==> src/rtl/id_ex_if.sv <==
`default_nettype none
// ============================================================================
// id_ex_if : decode -> ID/EX -> execute bundle, master = driver, slave = stage
// Revision : 1.0
// ============================================================================
interface id_ex_if #(
  parameter int XLEN = 32,
  parameter int RA_W = 5,
  parameter int OP_W = 4
);
  logic            in_valid;
  logic            in_ready;
  logic [XLEN-1:0] in_npc;
  logic [XLEN-1:0] in_rdata1;
  logic [XLEN-1:0] in_rdata2;
  logic [XLEN-1:0] in_imm;
  logic [RA_W-1:0] in_rs1;
  logic [RA_W-1:0] in_rs2;
  logic [RA_W-1:0] in_rd;
  logic            in_wen;
  logic            in_is_load;
  logic            in_src1_pc;
  logic            in_src2_imm;
  logic [OP_W-1:0] in_alu_op;
  logic            flush;
  logic            ex_ready;
  logic            out_valid;
  logic [XLEN-1:0] out_npc;
  logic [XLEN-1:0] out_rdata1;
  logic [XLEN-1:0] out_rdata2;
  logic [XLEN-1:0] out_imm;
  logic [RA_W-1:0] out_rd;
  logic            out_wen;
  logic            out_is_load;
  logic [OP_W-1:0] out_alu_op;
  logic            out_mux1_s;
  logic            out_mux1_redir;
  logic            out_mux2_redir;
  logic            load_use_stall;

  modport master (
    output in_valid, in_npc, in_rdata1, in_rdata2, in_imm, in_rs1, in_rs2, in_rd,
           in_wen, in_is_load, in_src1_pc, in_src2_imm, in_alu_op, flush, ex_ready,
    input  in_ready, out_valid, out_npc, out_rdata1, out_rdata2, out_imm, out_rd,
           out_wen, out_is_load, out_alu_op, out_mux1_s, out_mux1_redir,
           out_mux2_redir, load_use_stall
  );

  modport slave (
    input  in_valid, in_npc, in_rdata1, in_rdata2, in_imm, in_rs1, in_rs2, in_rd,
           in_wen, in_is_load, in_src1_pc, in_src2_imm, in_alu_op, flush, ex_ready,
    output in_ready, out_valid, out_npc, out_rdata1, out_rdata2, out_imm, out_rd,
           out_wen, out_is_load, out_alu_op, out_mux1_s, out_mux1_redir,
           out_mux2_redir, load_use_stall
  );
endinterface
`default_nettype wire

==> src/rtl/id_ex_stage.sv <==
`default_nettype none
// ============================================================================
// id_ex_stage : ID/EX register with handshake, flush, load-use stall, fwd select
// Revision    : 1.0
// ============================================================================
module id_ex_stage #(
  parameter int XLEN = 32,
  parameter int RA_W = 5,
  parameter int OP_W = 4
) (
  input  wire      clk,
  input  wire      rst,
  id_ex_if.slave   bus
);
  localparam logic [RA_W-1:0] C_X0 = '0;

  logic            valid_q,   valid_d;
  logic [XLEN-1:0] npc_q,     npc_d;
  logic [XLEN-1:0] rdata1_q,  rdata1_d;
  logic [XLEN-1:0] rdata2_q,  rdata2_d;
  logic [XLEN-1:0] imm_q,     imm_d;
  logic [RA_W-1:0] rd_q,      rd_d;
  logic            wen_q,     wen_d;
  logic            is_load_q, is_load_d;
  logic [OP_W-1:0] alu_op_q,  alu_op_d;
  logic            mux1_s_q,  mux1_s_d;
  logic            redir1_q,  redir1_d;
  logic            redir2_q,  redir2_d;

  logic w_lus, w_in_ready, w_fire_in, w_fire_out, w_fwd_ok;

  // Held load whose rd feeds a real register operand of the incoming instruction.
  assign w_lus = bus.in_valid & valid_q & is_load_q & wen_q & (rd_q != C_X0)
               & (((bus.in_rs1 == rd_q) & ~bus.in_src1_pc)
                | ((bus.in_rs2 == rd_q) & ~bus.in_src2_imm));

  assign w_in_ready = (~valid_q | bus.ex_ready) & ~w_lus & ~bus.flush;
  assign w_fire_in  = bus.in_valid & w_in_ready;
  assign w_fire_out = valid_q & bus.ex_ready;
  assign w_fwd_ok   = valid_q & wen_q & ~is_load_q & (rd_q != C_X0);

  always_comb begin
    valid_d   = valid_q;
    npc_d     = npc_q;
    rdata1_d  = rdata1_q;
    rdata2_d  = rdata2_q;
    imm_d     = imm_q;
    rd_d      = rd_q;
    wen_d     = wen_q;
    is_load_d = is_load_q;
    alu_op_d  = alu_op_q;
    mux1_s_d  = mux1_s_q;
    redir1_d  = redir1_q;
    redir2_d  = redir2_q;
    if (bus.flush) begin
      valid_d = 1'b0;
    end else if (w_fire_in) begin
      valid_d   = 1'b1;
      npc_d     = bus.in_npc;
      rdata1_d  = bus.in_rdata1;
      rdata2_d  = bus.in_rdata2;
      imm_d     = bus.in_imm;
      rd_d      = bus.in_rd;
      wen_d     = bus.in_wen;
      is_load_d = bus.in_is_load;
      alu_op_d  = bus.in_alu_op;
      mux1_s_d  = bus.in_src1_pc;
      // A capture with valid_q set implies the held producer leaves this cycle.
      redir1_d  = w_fwd_ok & (bus.in_rs1 == rd_q) & ~bus.in_src1_pc;
      redir2_d  = w_fwd_ok & (bus.in_rs2 == rd_q) & ~bus.in_src2_imm;
    end else if (w_fire_out) begin
      valid_d = 1'b0;
    end
  end

  always_ff @(posedge clk or posedge rst) begin
    if (rst) begin
      valid_q   <= 1'b0;
      npc_q     <= '0;
      rdata1_q  <= '0;
      rdata2_q  <= '0;
      imm_q     <= '0;
      rd_q      <= '0;
      wen_q     <= 1'b0;
      is_load_q <= 1'b0;
      alu_op_q  <= '0;
      mux1_s_q  <= 1'b0;
      redir1_q  <= 1'b0;
      redir2_q  <= 1'b0;
    end else begin
      valid_q   <= valid_d;
      npc_q     <= npc_d;
      rdata1_q  <= rdata1_d;
      rdata2_q  <= rdata2_d;
      imm_q     <= imm_d;
      rd_q      <= rd_d;
      wen_q     <= wen_d;
      is_load_q <= is_load_d;
      alu_op_q  <= alu_op_d;
      mux1_s_q  <= mux1_s_d;
      redir1_q  <= redir1_d;
      redir2_q  <= redir2_d;
    end
  end

  assign bus.in_ready       = w_in_ready;
  assign bus.load_use_stall = w_lus;
  assign bus.out_valid      = valid_q;
  assign bus.out_npc        = npc_q;
  assign bus.out_rdata1     = rdata1_q;
  assign bus.out_rdata2     = rdata2_q;
  assign bus.out_imm        = imm_q;
  assign bus.out_rd         = rd_q;
  assign bus.out_wen        = wen_q;
  assign bus.out_is_load    = is_load_q;
  assign bus.out_alu_op     = alu_op_q;
  assign bus.out_mux1_s     = mux1_s_q;
  assign bus.out_mux1_redir = redir1_q;
  assign bus.out_mux2_redir = redir2_q;
endmodule
`default_nettype wire

==> src/flat_wrapper.sv <==
// flat-port wrapper written by rule: the top's interface ports become plain ports
module id_ex_stage_flat 
#(
  parameter int XLEN = 32,
  parameter int RA_W = 5,
  parameter int OP_W = 4
)
  (clk, rst, bus_in_valid, bus_in_npc, bus_in_rdata1, bus_in_rdata2, bus_in_imm, bus_in_rs1, bus_in_rs2, bus_in_rd, bus_in_wen, bus_in_is_load, bus_in_src1_pc, bus_in_src2_imm, bus_in_alu_op, bus_flush, bus_ex_ready, bus_in_ready, bus_out_valid, bus_out_npc, bus_out_rdata1, bus_out_rdata2, bus_out_imm, bus_out_rd, bus_out_wen, bus_out_is_load, bus_out_alu_op, bus_out_mux1_s, bus_out_mux1_redir, bus_out_mux2_redir, bus_load_use_stall);
  id_ex_if #(.XLEN(XLEN), .RA_W(RA_W), .OP_W(OP_W)) bus_i ();
  input  wire clk;
  input  wire rst;
  input wire logic [$bits(bus_i.in_valid)-1:0] bus_in_valid;
  input wire logic [$bits(bus_i.in_npc)-1:0] bus_in_npc;
  input wire logic [$bits(bus_i.in_rdata1)-1:0] bus_in_rdata1;
  input wire logic [$bits(bus_i.in_rdata2)-1:0] bus_in_rdata2;
  input wire logic [$bits(bus_i.in_imm)-1:0] bus_in_imm;
  input wire logic [$bits(bus_i.in_rs1)-1:0] bus_in_rs1;
  input wire logic [$bits(bus_i.in_rs2)-1:0] bus_in_rs2;
  input wire logic [$bits(bus_i.in_rd)-1:0] bus_in_rd;
  input wire logic [$bits(bus_i.in_wen)-1:0] bus_in_wen;
  input wire logic [$bits(bus_i.in_is_load)-1:0] bus_in_is_load;
  input wire logic [$bits(bus_i.in_src1_pc)-1:0] bus_in_src1_pc;
  input wire logic [$bits(bus_i.in_src2_imm)-1:0] bus_in_src2_imm;
  input wire logic [$bits(bus_i.in_alu_op)-1:0] bus_in_alu_op;
  input wire logic [$bits(bus_i.flush)-1:0] bus_flush;
  input wire logic [$bits(bus_i.ex_ready)-1:0] bus_ex_ready;
  output wire logic [$bits(bus_i.in_ready)-1:0] bus_in_ready;
  output wire logic [$bits(bus_i.out_valid)-1:0] bus_out_valid;
  output wire logic [$bits(bus_i.out_npc)-1:0] bus_out_npc;
  output wire logic [$bits(bus_i.out_rdata1)-1:0] bus_out_rdata1;
  output wire logic [$bits(bus_i.out_rdata2)-1:0] bus_out_rdata2;
  output wire logic [$bits(bus_i.out_imm)-1:0] bus_out_imm;
  output wire logic [$bits(bus_i.out_rd)-1:0] bus_out_rd;
  output wire logic [$bits(bus_i.out_wen)-1:0] bus_out_wen;
  output wire logic [$bits(bus_i.out_is_load)-1:0] bus_out_is_load;
  output wire logic [$bits(bus_i.out_alu_op)-1:0] bus_out_alu_op;
  output wire logic [$bits(bus_i.out_mux1_s)-1:0] bus_out_mux1_s;
  output wire logic [$bits(bus_i.out_mux1_redir)-1:0] bus_out_mux1_redir;
  output wire logic [$bits(bus_i.out_mux2_redir)-1:0] bus_out_mux2_redir;
  output wire logic [$bits(bus_i.load_use_stall)-1:0] bus_load_use_stall;
  assign bus_i.in_valid = bus_in_valid;
  assign bus_i.in_npc = bus_in_npc;
  assign bus_i.in_rdata1 = bus_in_rdata1;
  assign bus_i.in_rdata2 = bus_in_rdata2;
  assign bus_i.in_imm = bus_in_imm;
  assign bus_i.in_rs1 = bus_in_rs1;
  assign bus_i.in_rs2 = bus_in_rs2;
  assign bus_i.in_rd = bus_in_rd;
  assign bus_i.in_wen = bus_in_wen;
  assign bus_i.in_is_load = bus_in_is_load;
  assign bus_i.in_src1_pc = bus_in_src1_pc;
  assign bus_i.in_src2_imm = bus_in_src2_imm;
  assign bus_i.in_alu_op = bus_in_alu_op;
  assign bus_i.flush = bus_flush;
  assign bus_i.ex_ready = bus_ex_ready;
  assign bus_in_ready = bus_i.in_ready;
  assign bus_out_valid = bus_i.out_valid;
  assign bus_out_npc = bus_i.out_npc;
  assign bus_out_rdata1 = bus_i.out_rdata1;
  assign bus_out_rdata2 = bus_i.out_rdata2;
  assign bus_out_imm = bus_i.out_imm;
  assign bus_out_rd = bus_i.out_rd;
  assign bus_out_wen = bus_i.out_wen;
  assign bus_out_is_load = bus_i.out_is_load;
  assign bus_out_alu_op = bus_i.out_alu_op;
  assign bus_out_mux1_s = bus_i.out_mux1_s;
  assign bus_out_mux1_redir = bus_i.out_mux1_redir;
  assign bus_out_mux2_redir = bus_i.out_mux2_redir;
  assign bus_load_use_stall = bus_i.load_use_stall;
  id_ex_stage #(.XLEN(XLEN), .RA_W(RA_W), .OP_W(OP_W)) u_core (.clk(clk), .rst(rst), .bus(bus_i));
endmodule
==> config.mk <==
export PLATFORM = sky130hd
export DESIGN_NAME = id_ex_stage_flat
export DESIGN_NICKNAME = d
export VERILOG_FILES = /design/src/rtl/id_ex_if.sv /design/src/rtl/id_ex_stage.sv /design/src/flat_wrapper.sv
export SDC_FILE = /design/constraint.sdc
export NUM_CORES = 1
export LEC_CHECK = 0
export ABC_AREA = 1
export ABC_CLOCK_PERIOD_IN_PS = 10000
export CELL_PAD_IN_SITES_DETAIL_PLACEMENT = 2
export CELL_PAD_IN_SITES_GLOBAL_PLACEMENT = 2
export CORE_UTILIZATION = 28
export CTS_CLUSTER_DIAMETER = 100
export CTS_CLUSTER_SIZE = 8
export DETAILED_ROUTE_END_ITERATION = 10
export DONT_BUFFER_PORTS = 1
export PLACE_DENSITY = 0.76
export SLEW_MARGIN = 10
export SYNTH_ARGS = -nofsm -noshare
export SYNTH_HDL_FRONTEND = slang
export SYNTH_SLANG_ARGS = --single-unit
==> constraint.sdc <==
create_clock -name clk -period 10 [get_ports clk]
set_input_delay 1.5 -clock clk [delete_from_list [all_inputs] [get_ports clk]]
set_output_delay 1.5 -clock clk [all_outputs]
set_load 0.01 [all_outputs]
Word-level counts from Yosys, hierarchy flattened:

Index checks and enable logic that the tools add are counted.

* reductions and logical operators: 3
* bitwise gates (word level): 26
* equal/unequal tests: 2
* mux-type cells: 3

Operator list (count)
* AND 1 bit: 18
* equality test 5 bit: 2
* inverter 1 bit: 6
* nonzero test 5 bit: 1
* two-way mux 1 bit: 3
* nonzero test 3 bit: 1
* bitwise OR 1 bit: 2
* AND reduction 2 bit: 1

* register bits after elaboration: 143
* word-level logic and storage cells: 46
* bits of input ports: 156
* output and inout port bits: 145

Longest topological paths before layout:

Gate-level depths: netlist of the first run.

* depth in word-level cells: 11
* gate-level depth with buffers: 12

Worst setup path after synthesis of the first run:

Ideal clock, no wire load.

* kind: input -> output
* from: in bus_in_rs2[0]
* to: out bus_in_ready
* cell stages on the path: 11
* path slack: 5.951 ns
* data required time: 8.500 ns
* arrival: 2.549 ns
* cells stage by stage: inv_1 -> nand2_1 -> nand2_1 -> nor2_1 -> nand3_1 -> nand2_1 -> nand2_2 -> buf_2 -> buf_2 -> nand2_1 -> nor2_1

* longest elaborated chain between the ends: 7

Ends and longest elaborated chain
* start: declaration: RTL line flat_wrapper.sv:18 `input wire logic [$bits(bus_i.in_rs2)-1:0] bus_in_rs2;`
* equality test 5 bit: RTL line id_ex_stage.sv:35 `| ((bus.in_rs2 == rd_q) & ~bus.in_src2_imm));`
* AND 1 bit: RTL line id_ex_stage.sv:35
* bitwise OR 1 bit: RTL line id_ex_stage.sv:35
* AND 1 bit: RTL line id_ex_stage.sv:34 `& (((bus.in_rs1 == rd_q) & ~bus.in_src1_pc)`
* inverter 1 bit: RTL line id_ex_stage.sv:37 `assign w_in_ready = (~valid_q | bus.ex_ready) & ~w_lus & ~bus.flush;`
* AND 1 bit (2 in series): RTL line id_ex_stage.sv:37
* end: declaration: RTL line flat_wrapper.sv:27 `output wire logic [$bits(bus_i.in_ready)-1:0] bus_in_ready;`

Every way passes these cells.

Worst setup path in the final report of the first run:

* from: in bus_in_rs1[0]
* to: out bus_in_ready

* longest elaborated chain between the ends: 7

Ends and longest elaborated chain
* start: declaration: RTL line flat_wrapper.sv:17 `input wire logic [$bits(bus_i.in_rs1)-1:0] bus_in_rs1;`
* equality test 5 bit: RTL line id_ex_stage.sv:34
* AND 1 bit: RTL line id_ex_stage.sv:34
* bitwise OR 1 bit: RTL line id_ex_stage.sv:35
* AND 1 bit: RTL line id_ex_stage.sv:34
* inverter 1 bit: RTL line id_ex_stage.sv:37
* AND 1 bit (2 in series): RTL line id_ex_stage.sv:37

Every way passes these cells.

==> flow_summary.toml, run 1 <==
[setup_path]
r2r-start = "u_core.bus.out_rd[2]$_DFFE_PP0P_"
crit_chain = "inv_1 -> nand2_1 -> nand2_1 -> nor2_1 -> nand3_1 -> nand2_1 -> nand2_4 -> buf_4 -> nand2_1 -> nor2_1"
crit_slowest_cell = "buf_4"
rr_endpoint = "u_core.bus.out_npc[5]$_DFFE_PP0P_"
cpMostUsedCell = "nand2_1"
end_kind = "primary output"
cp-start-kind = "primary input"
path_buf_inv = 2
crit_arrival_ns = 3.63
cp_top_family = "simple AND/OR/NAND/NOR gates"
rr_worst_depth = 12
reg2reg_slack_ns = 5.75
cp.required_ns = 8.50
critPathMaxFanout = 78
criticalPathCategory = "in -> out"
cp_slowest_stage_delay_ns = 0.71

[drt]
route.met2.wl_um = 10130
drt_wl_total_um = 20530
dr.pass1.iters = 4
dr_wl_met3_um = 2229
ant_nets = 0
top_layer = "met4"
post-route-drc-count = 0
viasPerCell = 5.331
post_drt_wl_per_cell_um = 21.48
wl_met1_um = 7775
num_vias = 5096
drtIter0Drc = 154

[synthesis]
synth.area.top_cells = "dfrtp_1 59%, nand2_1 19%, nand4_1 15%, clkbuf_1 1.8%, buf_2 1.2%"
synth.top_cell.area_share_pct = 58.52
netlist_area_um2 = 6115
avgSynthCellArea_um2 = 8.673
seq_area_frac_synth_pct = 58.52
ys.flop_type = "dfrtp_1"
synth_largest_area_cell = "dfrtp_1"
synthArstFlopShare_pct = 100.0
synth_cells = 705
ys_types = 15
synth_edf_count = 0
yosysWarnings = 0
synth_commonest_cells = "317 x nand2_1, 144 x nand4_1, 143 x dfrtp_1"
synth-seq-cells = 143
synth_most_common_cell = "nand2_1"
synth_fp_nets = 861

[cells_and_area]
multiInputGateArea_um2 = 2200
drive_gt1_share_pct = 6.176
regArea_um2 = 3578
finalNetCount = 824
nFillCells = 2382
syn_to_final_growth_pct = 11.48

[power]
power.static_leakage_nw = 3.530
peakVddDrop_mv = 0.1004
powerDensity_nw_per_um2 = 228.5

[floorplan]
initial_utilization_pct = 28.81
fp.dieW_um = 149.8
die_y_um = 149.8
die_area_um2 = 22430
core_um2 = 21220
num_io_pins = 301
row_count = 53

[run_status]
status = "finished clean"

[sta]
fmax_ghz = 0.1949
fin_skew_ns = 0.01081
drv_slew = 0
hold_viol_final = 0
worstMarginPinSlew_ns = 0.9104
relSlewSlack_pct = 39.31
period_needed_ns = 5.131
fin_crit_sh_pct = 51.31
tns_ns = 0
rsz0062_at_grt = "no"
whs_ns = 0.5426
finalSetupViolations = 0

[placement]
hpwl_um = 13920
io_buffers = 0
routabilityCongestion = 0.7813

[clock_network]
cts_tree = "built"
clock_latency_ns = 0.42
clockRootBuffer = "clkbuf_16"
h-tree-depth = 4
cts_buffer_depth = 2
clkTransAtPathRegs_ns = 0.06
cts_setup_buffers = 0
cts_hold_buf = 0
cts_made_buffers = 17
cts-resized-gates = 0
cts_sinks = 143

[global_route]
grt-ovfl-total = 0
grt_pass1_vias = 5681
grt_pass1_wl_um = 30930
grt_max_degree = 145
antenna_found_initial = 1
grtUsageTotal_pct = 17.86

[hold_path]
worst_hold_path.endpoint = "u_core.bus.out_rdata2[6]$_DFFE_PP0P_"
min-delay-start = "u_core.bus.out_rdata2[6]$_DFFE_PP0P_"
min_path_type = "reg -> reg"
hold_depth = 2

[run]
maxCapViolations = 0
==> through the flow <==
step	worst slack [ns]	cell area (um^2)	std cells	util [%]	total power [mW]
2_1_floorplan	4.662	6115	705	-	0.8833
3_3_place_gp	4.971	6243	924	29.42	0.9227
3_5_place_dp	4.748	6243	924	29.42	0.9434
4_1_cts	4.838	6814	955	32.11	1.585
5_1_grt	4.657	6817	956	32.12	1.633
6_report	4.869	6817	956	32.12	1.558
==> flip-flops by register name (all words and copies together) (netlist names) <==
register / flops
u_core.bus.out_wen: 1
u_core.bus.out_imm: 32
u_core.bus.out_mux1_s: 1
u_core.bus.out_is_load: 1
u_core.bus.out_alu_op: 4
u_core.bus.out_rdata2: 32
u_core.bus.out_npc: 32
u_core.bus.out_rdata1: 32
u_core.bus.out_mux2_redir: 1
u_core.bus.out_mux1_redir: 1
u_core.bus.out_rd: 5
u_core.bus.out_valid: 1
==> power breakdown <==
group	leakage, nW	switching [mW]	internal [mW]	total (mW)
clock	0.274	0.264	0.368	0.632
sequential	1.78	0.119	0.664	0.784
combinational	1.48	0.0952	0.0467	0.142
==> cells in the final DEF (no fill, tap or decap) <==
cell type   Yosys  final
nand3_1         2      2
nand3_4         0      1
clkbuf_1       29      2
buf_4           8      5
nand4_1       144    144
clkbuf_16       0     17
inv_1          17     16
clkinvlp_4      0      2
clkinv_2        0      2
nand2_1       317    317
inv_2           4      4
clkinv_4        0      4
o21ai_1         1      1
bufinv_16       0      2
nor2_1         13     13
dfrtp_1       143    143
nand2_4         0      1
inv_6           0      3
diode_2         0      1
a21oi_4         0      1
==> logic make-up after synthesis <==
logic type             count (synthesis)  synth area share (%)
AND/OR/NAND/NOR                      478                 35.42
AO/OA/AOI/OAI                          2                0.2250
flip-flops                           143                 58.52
buffers and inverters                 82                 5.832
==> routing by layer <==
metal | up-vias | GRT usage [%]
met5 | - | 0
met4 | 0 | 6.364
met3 | 27 | 8.049
met2 | 231 | 30.72
met1 | 2552 | 19.25
li1 | 2286 | -
==> final cells by class <==
type,instances,share of cell area (%)
well taps,275,5.048
flip-flops and latches,143,52.50
clock inverters,12,2.019
inverters,21,1.230
diodes,1,0.03671
clock buffers,19,6.351
multi-input cells,480,32.27
repair buffers,5,0.5507
==> worst max path at each step <==
| stage | from | to | slack [ns] | cells past startpoint |
|---|---|---|---|---|
| floorplan | rst | u_core.bus.out_alu_op[0]$_DFFE_PP0P_ | 4.66 | 1 |
| global placement | bus_in_rs2[0] | bus_in_ready | 4.97 | 10 |
| detailed placement | bus_in_rs1[0] | u_core.bus.out_rdata2[12]$_DFFE_PP0P_ | 4.75 | 12 |
| CTS | bus_in_rs1[0] | bus_in_ready | 4.84 | 10 |
| global route | bus_in_rs1[0] | bus_in_ready | 4.66 | 9 |
| finish | bus_in_rs1[0] | bus_in_ready | 4.87 | 10 |
==> worst min-delay path, stage by stage, from the launching register on <==
cell	delay (ns)
dfrtp_1	0.39
nand2_1	0.07
nand2_1	0.05
Note: power is estimated with default switching activity, not from simulation.
==> run 2: changes to the inputs <==
Settings changed: ABC_CLOCK_PERIOD_IN_PS 10000 to 4300, PLACE_DENSITY 0.76 to 0.79.
Clock period 10 ns to 4.3 ns, I/O delays scaled along.
==> run 2 against run 1 <==
  * Count of clock-buffer cells in the layout grew 1
  * Largest power group unchanged
  * Critical path type is now reg -> out
  * Non-clock buffer count grew 1
  * Via count shrank 1.4%
  * Worst setup slack lost 3.6 ns
  * Largest cell class unchanged
  * Sequential share of layout area shrank 0.67 points
  * Wire length shrank 2.7%
  * Register-to-register slack lost 4.0 ns
  * Cell area grew 1.3%
==> flow_summary.toml, run 2 (synthesized netlist as in run 1, its figures left out) <==
[sta]
hold_viol_final = 0
fmax_ghz = 0.3282
tns_ns = 0
period_needed_ns = 3.047
fin_skew_ns = 0.01164
worstMarginPinSlew_ns = 0.8900
rsz0062_at_grt = "no"
finalSetupViolations = 0
setup_ws_ns = 1.253
relSlewSlack_pct = 40.66
drv_slew = 0
fin_crit_sh_pct = 70.86

[placement]
routabilityCongestion = 0.7182
placed_cell_area_um2 = 6275
dp_worst_setup_slack_ns = 1.556
hpwl_um = 12860
io_buffers = 0

[clock_network]
cts_tree = "built"
cts-resized-gates = 0
cts_sinks = 143
clkTransAtPathRegs_ns = 0.07
cts_made_buffers = 17
clockRootBuffer = "clkbuf_16"
cts_buffer_depth = 2
cts_hold_buf = 0
clock_latency_ns = 0.42
h-tree-depth = 4
cts_setup_buffers = 0

[cells_and_area]
syn_to_final_growth_pct = 12.91
drive_gt1_share_pct = 6.452
layout_common_cells = "317 x nand2_1, 144 x nand4_1, 143 x dfrtp_1, 17 x clkbuf_16, 16 x inv_1"
final_area_um2 = 6904
finalNetCount = 825
final_common_cell = "nand2_1"
num_antenna_cells = 0

[run]
maxCapViolations = 0

[power]
power.static_leakage_nw = 3.576
peakVddDrop_mv = 0.2175
powerDensity_nw_per_um2 = 544.7

[setup_path]
cp.required_ns = 3.65
criticalPathCategory = "reg -> out"
cp-start-kind = "flop"
crit_arrival_ns = 2.40
end_kind = "primary output"
critPathMaxFanout = 69

[drt]
drtIter0Drc = 163
drt_wl_total_um = 19980
dr.pass1.iters = 6
post_drt_wl_per_cell_um = 20.88
post-route-drc-count = 0
num_vias = 5027
ant_nets = 0
viasPerCell = 5.253

[global_route]
antenna_found_initial = 0
grt_pass1_wl_um = 30450
grt_max_degree = 145
grtUsageTotal_pct = 17.58
grt_pass1_vias = 5348
grt-ovfl-total = 0

[floorplan]
row_count = 53
num_io_pins = 301
fp.dieW_um = 149.8
die_area_um2 = 22430
core_um2 = 21220
die_y_um = 149.8
initial_utilization_pct = 28.81

[run_status]
status = "finished clean"

[hold_path]
min_path_type = "in -> async"
## run 2: stage by stage
step | utilization (%) | std cells | hold WS, ns | power (mW)
floorplan | - | 705 | 0.5072 | 2.055
global placement | 29.57 | 925 | 0.5211 | 2.152
detailed placement | 29.57 | 925 | 0.5268 | 2.187
CTS | 32.54 | 957 | 0.3252 | 3.828
global route | 32.54 | 957 | 0.3275 | 3.957
finish | 32.54 | 957 | 0.3012 | 3.761
## run 2: final timing paths
path / endpoint / depth (start not counted) / startpoint / slack (ns)
max: bus_in_ready / 9 / u_core.bus.out_rd[1]$_DFFE_PP0P_ / 1.25
min: u_core.bus.out_rdata1[13]$_DFFE_PP0P_ / 2 / rst / 0.30
max reg2reg: u_core.bus.out_rdata2[27]$_DFFE_PP0P_ / 10 / u_core.bus.out_rd[1]$_DFFE_PP0P_ / 1.77
min reg2reg: u_core.bus.out_rdata1[20]$_DFFE_PP0P_ / 2 / u_core.bus.out_rdata1[20]$_DFFE_PP0P_ / 0.54
max in group asynchronous: u_core.bus.out_npc[2]$_DFFE_PP0P_ / 2 / rst / 3.32
min in group clk: u_core.bus.out_valid$_DFFE_PP0P_ / 1 / bus_flush / 0.34
## run 2: layer usage
layer / global-route usage [%] / wire [um] / vias up
met3: 7.104 / 1989 / 13
met1: 20.59 / 8059 / 2528
met4: 5.000 / 191 / 0
met5: 0 / 0 / -
met2: 29.49 / 9738 / 199
li1: - / - / 2287
## run 2: cell type report
class	instances	area, um^2
well taps	275	344.1
flip-flops and latches	143	3578
clock inverters	12	182.7
multi-input cells	480	2200
clock buffers	20	446.7
fillers	2415	14320
repair buffers	6	70.07
inverters	21	82.58
## run 2: critical path, stage by stage (launching register included)
cell	delay (ns)
dfrtp_1	0.54
nand2_1	0.11
nand2_1	0.07
nor2_1	0.04
nand3_1	0.11
nand2_1	0.11
nand2_4	0.09
buf_4	0.57
nand2_1	0.11
nor2_1	0.21
## run 2: where the power goes
part           internal, mW  leakage (nW)  switching, mW
clock network         0.995         0.309          0.619
registers              1.54          1.78          0.278
logic                 0.111          1.49          0.212
total                  2.65          3.58           1.11
==> run 3: changes to the inputs <==
Settings changed: ABC_CLOCK_PERIOD_IN_PS 4300 to 2950, PLACE_DENSITY 0.79 to 0.76.
Clock period 4.3 ns to 2.95 ns, I/O delays scaled along.
==> run 3 against run 2 <==
  * Clock power up 31%
  * Sequential share of layout area up 0.23 points
  * Die area unchanged
==> flow_summary.toml, run 3 (synthesized netlist as in run 1, its figures left out) <==
[cells_and_area]
syn_to_final_growth_pct = 12.42
drive_gt1_share_pct = 6.579
fin_util_pct = 32.39
layout_common_cells = "317 x nand2_1, 144 x nand4_1, 143 x dfrtp_1, 17 x clkbuf_16, 16 x inv_1"
final_common_cell = "nand2_1"
finalNetCount = 827
final_cells = 960
final_area_um2 = 6874

[power]
powerDensity_nw_per_um2 = 763.8
power.static_leakage_nw = 3.544
power_mw = 5.251
peakVddDrop_mv = 0.3233

[setup_path]
startpoint = "u_core.bus.out_rd[0]$_DFFE_PP0P_"
r2r-start = "u_core.bus.out_rd[0]$_DFFE_PP0P_"
cp-start-kind = "flop"
end_kind = "primary output"
reg2reg_slack_ns = 0.73
rr_worst_depth = 9
rr_endpoint = "u_core.bus.out_rdata1[17]$_DFFE_PP0P_"
critPathMaxFanout = 61
criticalPathCategory = "reg -> out"
cp.required_ns = 2.51
crit_arrival_ns = 2.20

[sta]
worstMarginPinSlew_ns = 0.8837
fmax_ghz = 0.3791
period_needed_ns = 2.638
drv_slew = 0
setup_ws_ns = 0.3124
tns_ns = 0
whs_ns = 0.1168
finalSetupViolations = 0
fin_crit_sh_pct = 89.41
relSlewSlack_pct = 41.09
hold_viol_final = 0
rsz0062_at_grt = "no"
fin_skew_ns = 0.008173

[global_route]
grt-ovfl-total = 0
grt_pass1_wl_um = 31020
grtUsageTotal_pct = 18.04
grt_max_degree = 145
grt_pass1_vias = 5537
antenna_found_initial = 1

[drt]
drt_wl_total_um = 20470
dr.pass1.iters = 4
drtIter0Drc = 187
post_drt_wl_per_cell_um = 21.32
viasPerCell = 5.329
post-route-drc-count = 0
ant_nets = 0
num_vias = 5116

[clock_network]
h-tree-depth = 4
clkTransAtPathRegs_ns = 0.07
cts_sinks = 143
cts_made_buffers = 17
clockRootBuffer = "clkbuf_16"
cts_tree = "built"
cts_setup_buffers = 0
clock_latency_ns = 0.41
cts_buffer_depth = 2

[placement]
routabilityCongestion = 0.8565
hpwl_um = 13770
placed_cell_area_um2 = 6295
dp_worst_setup_slack_ns = 0.5827
io_buffers = 0
dp_cells = 926

[hold_path]
hold_depth = 1
worst_hold_path.endpoint = "u_core.bus.out_valid$_DFFE_PP0P_"
min_path_type = "in -> reg"
min-delay-start = "bus_flush"

[floorplan]
core_um2 = 21220
die_area_um2 = 22430
num_io_pins = 301
fp.dieW_um = 149.8
die_y_um = 149.8
initial_utilization_pct = 28.81
row_count = 53

[run]
maxCapViolations = 0

[run_status]
status = "finished clean"
-- run 3: cell count changes in the layout (fill, tap and decap cells not counted) --
cell           previous run  this run
diode_2                   0         1
buf_12                    2         3
buf_6                     0         1
inv_6                     3         5
clkinv_2                  2         0
clkbuf_8                  1         0
clkinvlp_4                1         5
buf_4                     4         3
dlygate4sd3_1             0         1
bufinv_16                 4         1
-- run 3: per-layer routing --
metal	wire [um]	vias up	track usage, %
met5	0	-	0
met4	396	0	6.414
met3	2022	25	6.921
met2	10150	219	31.00
met1	7895	2583	20.24
li1	-	2289	-
-- run 3: worst max-delay path, stage by stage (launching register included) --
cell and delay [ns]:
dfrtp_1 0.50, nor2_1 0.20, nor2_1 0.08, nand3_1 0.11, nand2_1 0.09, nand2_4 0.09
buf_6 0.38, nand2_1 0.10, nor2_1 0.22
-- run 3: cell type report --
cell class / count / area [um^2]
multi-input cells: 480 / 2200
fillers: 2376 / 14350
diodes: 1 / 2.502
clock buffers: 19 / 432.9
well taps: 275 / 344.1
flip-flops and latches: 143 / 3578
repair buffers: 8 / 103.9
inverters: 21 / 82.58
clock inverters: 13 / 130.1
-- run 3: where the power goes --
part           total, mW  leakage, nW  switching (mW)  internal [mW]
clock network       2.11        0.262           0.927           1.18
registers           2.66         1.78           0.405           2.25
logic              0.487         1.51           0.322          0.166
-- run 3: how the worst max path moves through the flow --
| stage | endpoint |
|---|---|
| 2_1_floorplan | u_core.bus.out_alu_op[0]$_DFFE_PP0P_ |
| 6_report | bus_in_ready |
| 4_1_cts | bus_in_ready |
| 3_5_place_dp | bus_in_ready |
| 3_3_place_gp | bus_in_ready |
| 5_1_grt | bus_in_ready |
-- run 3: repair_timing --
action                                  CTS  global route
gates resized for setup                   0             1
endpoints found under the hold margin     2             0
hold buffers                              1             0
endpoints found under the setup margin    0             1
